===== config.mk =====
export PLATFORM = sky130hd
export DESIGN_NAME = serial_adder
export DESIGN_NICKNAME = d
export VERILOG_FILES = /design/src/rtl/fadd_bit.sv /design/src/rtl/serial_adder.sv
export SDC_FILE = /design/constraint.sdc
export NUM_CORES = 1
export LEC_CHECK = 0
export CORE_MARGIN = 4
export CORE_UTILIZATION = 45
export DETAILED_ROUTE_END_ITERATION = 10
export PLACE_DENSITY_LB_ADDON = 0.25
export SYNTH_ARGS = -nofsm -noshare
export SYNTH_HDL_FRONTEND = slang
export SYNTH_SLANG_ARGS = --single-unit

===== constraint.sdc =====
create_clock -name clk -period 2 [get_ports clk]
set_clock_uncertainty 0.15 [all_clocks]
set_input_delay 0.3 -clock clk [delete_from_list [all_inputs] [get_ports clk]]
set_output_delay 0.3 -clock clk [all_outputs]
set_load 0.01 [all_outputs]

===== src/rtl/fadd_bit.sv =====
// One-bit full adder: two half-adder stages with the stage carries ORed together.
// Purely combinational; the serial adder uses a single instance of it.
module fadd_bit (
  input  logic a_i,
  input  logic b_i,
  input  logic c_i,
  output logic s_o,
  output logic c_o
);

  logic s1;
  logic c1;
  logic c2;

  assign s1  = a_i ^ b_i;
  assign c1  = a_i & b_i;
  assign s_o = s1 ^ c_i;
  assign c2  = s1 & c_i;
  assign c_o = c1 | c2;

endmodule


===== src/rtl/serial_adder.sv =====
// Bit-serial adder: LSB-first, one full-adder cell, WIDTH shift cycles per addition.
// sum/cout are separate holding registers, so partial results never reach the outputs.
module serial_adder #(
  parameter int WIDTH = 8
) (
  input  logic             clk,
  input  logic             rst,
  input  logic             start,
  input  logic [WIDTH-1:0] a,
  input  logic [WIDTH-1:0] b,
  output logic             busy,
  output logic             done,
  output logic [WIDTH-1:0] sum,
  output logic             cout
);

  localparam int CW = $clog2(WIDTH) + 1;

  localparam logic [1:0] IDLE  = 2'd0;
  localparam logic [1:0] SHIFT = 2'd1;
  localparam logic [1:0] DONE  = 2'd2;

  logic [1:0]       state_q, state_d;
  logic [WIDTH-1:0] a_q, b_q;
  logic [WIDTH-2:0] res_q;
  logic [WIDTH-1:0] sum_q;
  logic             cout_q;
  logic             carry_q;
  logic [CW-1:0]    cnt_q;

  logic             fa_s;
  logic             fa_c;
  logic             last_bit;
  logic [WIDTH-1:0] res_cat;

  fadd_bit u_fadd (
    .a_i (a_q[0]),
    .b_i (b_q[0]),
    .c_i (carry_q),
    .s_o (fa_s),
    .c_o (fa_c)
  );

  // The result register only needs WIDTH-1 bits: the final sum bit goes straight into sum_q.
  assign res_cat  = {fa_s, res_q};
  assign last_bit = (cnt_q == CW'(WIDTH - 1));

  always_comb begin
    state_d = state_q;
    case (state_q)
      IDLE:    if (start) state_d = SHIFT;
      SHIFT:   if (last_bit) state_d = DONE;
      DONE:    state_d = IDLE;
      default: state_d = IDLE;
    endcase
  end

  always_ff @(posedge clk or posedge rst) begin
    if (rst) state_q <= IDLE;
    else     state_q <= state_d;
  end

  always_ff @(posedge clk or posedge rst) begin
    if (rst) begin
      a_q     <= '0;
      b_q     <= '0;
      res_q   <= '0;
      sum_q   <= '0;
      cout_q  <= 1'b0;
      carry_q <= 1'b0;
      cnt_q   <= '0;
    end else begin
      case (state_q)
        IDLE: begin
          if (start) begin
            a_q     <= a;
            b_q     <= b;
            carry_q <= 1'b0;
            cnt_q   <= '0;
          end
        end
        SHIFT: begin
          a_q     <= a_q >> 1;
          b_q     <= b_q >> 1;
          carry_q <= fa_c;
          cnt_q   <= cnt_q + CW'(1);
          res_q   <= res_cat[WIDTH-1:1];
          if (last_bit) begin
            sum_q  <= res_cat;
            cout_q <= fa_c;
          end
        end
        default: ;
      endcase
    end
  end

  assign busy = (state_q == SHIFT);
  assign done = (state_q == DONE);
  assign sum  = sum_q;
  assign cout = cout_q;

endmodule


==> results_dict.tcl <==
set metrics [dict create \
    synth_top_area_frac 0.584 \
    vias 1249 \
    highest_layer "met4" \
    place.gp.congestion 0.779 \
    cp-start-kind "register" \
    ys_warn_count 0 \
    period_share 0.851 \
    slew_violations 0 \
    chipWidth_um 69.0 \
    crit_family "flip-flops" \
    worstSetupPathType "register to register" \
    setup_ws_ps 298 \
    ys_seq_area_frac 0.584 \
    core_area_um2 3470 \
    htreeDepth 2 \
    worstReg2RegEnd "sum[2]$_DFFE_PP0P_" \
    area_growth_pct 28.4 \
    wl_met1_mm 1.65 \
    clock-sinks 39 \
    hold_class "primary input to async pin" \
    wl_per_cell_um 13.9 \
    track_usage 0.165 \
    critPathSlowestCell "dfrtp_1" \
    power.leakage_uw 0.000999 \
    setup_viol 0 \
    cts_root_buf "clkbuf_8" \
    ir_worst_vdd_mv 0.586 \
    grt_pass1_wl_mm 5.71 \
    numCtsBuffers 5 \
    antenna_found_initial 0 \
    p_per_area_nw_per_um2 1440 \
    hold_ws_ps 264 \
    synth.area.top_cells "dfrtp_1 (58%), nand2_1 (8.5%), a22oi_1 (5.8%), o21ai_0 (5.1%), mux2_2 (4.7%)" \
    totalWireLength_mm 3.33 \
    r2r_start "cnt_q[0]$_DFFE_PP0P_" \
    critical_path_depth 5 \
    clk_pin_slew_ps 80 \
    crit_path_end_kind "register" \
    clkLatencyLatePin_ps 290 \
    syn_avg_cell_area_um2 10.8 \
    dr.pass1.iters 4 \
    reg2reg_slack_ps 300 \
    row_count 21 \
    ioPinCount 30 \
    dieHeight_um 69.0 \
    synthesis.area_um2 1670 \
    cp_max_fo 9 \
    crit_chain "ha_1, nand2_1, nor3_4, buf_4, mux2_2" \
    ys_types 25 \
    die_area_um2 4750 \
    grt_setup_unrepaired "false" \
    gr-total-overflow 0 \
    wl_met3_um 147 \
    hold_violations 0 \
    outcome "completed" \
    tns_ps 0 \
    cp.buffers_inverters 1 \
    synth_area_leader_cell "dfrtp_1" \
    ant_nets 0 \
    synth_cells 155 \
    final_cell_mix "dfrtp_1 (39), nand2_1 (38), clkdlybuf4s50_1 (27), o21ai_0 (17), a22oi_1 (13)" \
    finish.net_count 213 \
    max_freq_mhz 588 \
    rr_worst_depth 5 \
    drv_cap 0 \
    grt_max_degree 40 \
    wl_met2_mm 1.50 \
    drive_above_1_share 0.145 \
    cts_tree "built" \
    drt-initial-drc-count 76 \
    viasPerCell 5.23 \
    cts_buffer_depth 2 \
    ys_ff_latch 39 \
    start_util 0.482 \
    crit_arrival_ps 1720 \
    worst_pin_slew_ps 483 \
    diodes 0 \
    place_ws_ps 233 \
    syn-num-nets 176 \
    period_minus_slack_ps 1700 \
    dp_hpwl_mm 2.26 \
    final_common_cell "dfrtp_1" \
    slew_headroom 0.678 \
    critical-path-max-stage-delay_ps 400 \
    grt_pass1_vias 1198 \
    cp_data_required_time_ps 2020 \
    numPortBuffers 29 \
    drcViolationCount 0 \
]
what timing repair did:
| item | 4_1_cts | 5_1_grt |
|---|---|---|
| buffers inserted | 1 | 0 |
| pin swaps | 0 | 0 |
| gates resized for setup | 2 | 2 |
| setup endpoints to repair | 2 | 2 |
| cloned | 1 | 0 |
| hold buffers | 0 | 0 |
logic make-up after synthesis:
| family | share of synthesized area |
|---|---|
| compound gates | 0.154 |
| fa+ha+maj | 0.0195 |
| buf+inv | 0.0299 |
| flops | 0.584 |
| mux | 0.0666 |
| simple gates | 0.146 |
worst reg2reg max path: cells and delay by family, from the launching register on:
| family | cells | cell delay (ps) |
|---|---|---|
| simple gates | 2 | 250 |
| flops | 1 | 400 |
| mux | 1 | 360 |
| buf+inv | 1 | 210 |
| fa+ha+maj | 1 | 210 |
cells in the mapped netlist:
library cell and count:
a21oi_1 6, a22o_1 3, a22oi_1 13, and2_0 1, and3b_1 2, buf_2 4
buf_4 1, clkbuf_1 4, dfrtp_1 39, fa_1 1, ha_1 1, inv_1 2
mux2_1 2, mux2_2 7, mux2i_1 1, nand2_1 38, nand2b_1 1, nand2b_2 1
nand3_1 1, nor2_1 1, nor2b_1 6, nor3_4 1, o21ai_0 17, o21bai_2 1
o31ai_1 1
power by group:
| part | total [µW] | switching (µW) | internal [µW] |
|---|---|---|---|
| clock network | 501 | 263 | 238 |
| logic | 1250 | 618 | 630 |
| registers | 1340 | 226 | 1120 |
| total | 3090 | 1110 | 1990 |
metal layers:
| metal | up-vias | GRT usage |
|---|---|---|
| li1 | 608 | - |
| met1 | 601 | 0.246 |
| met2 | 34 | 0.226 |
| met3 | 6 | 0.0535 |
| met4 | 0 | 0.0535 |
| met5 | - | 0 |
cell type report:
cell class / count / area (µm²)
Fill cell: 303 / 1320
Timing Repair Buffer: 39 / 372
Inverter: 2 / 7.51
Clock inverter: 3 / 15.0
Sequential cell: 39 / 976
Multi-Input combinational cell: 105 / 651
Clock buffer: 5 / 68.8
Tap cell: 46 / 57.6
per-stage QoR:
step                      area [µm²]  utilization  power (µW)  cells
after floorplan                 1670            -        2100    155
after global routing            2150        0.619        3340    239
after CTS                       2140        0.618        3120    239
after detailed placement        2040        0.587        2590    229
after global placement          2040        0.587        2530    229
final                           2150        0.619        3090    239
state kept, by name, indices dropped and copies added (netlist names):
register	count
carry_q	1
b_q	8
cout	1
a_q	8
state_q	2
res_q	7
cnt_q	4
sum	8
worst max path at each step:
stage	endpoint	slack, ps	from
6_report	sum[2]$_DFFE_PP0P_	300	cnt_q[0]$_DFFE_PP0P_
4_1_cts	busy	3	state_q[1]$_DFFE_PP0P_
2_1_floorplan	sum[0]$_DFFE_PP0P_	420	cnt_q[0]$_DFFE_PP0P_
3_3_place_gp	busy	270	state_q[1]$_DFFE_PP0P_
3_5_place_dp	a_q[1]$_DFFE_PP0P_	230	start
5_1_grt	sum[2]$_DFFE_PP0P_	230	cnt_q[0]$_DFFE_PP0P_
No activity file was read; power rests on OpenSTA's default activity.
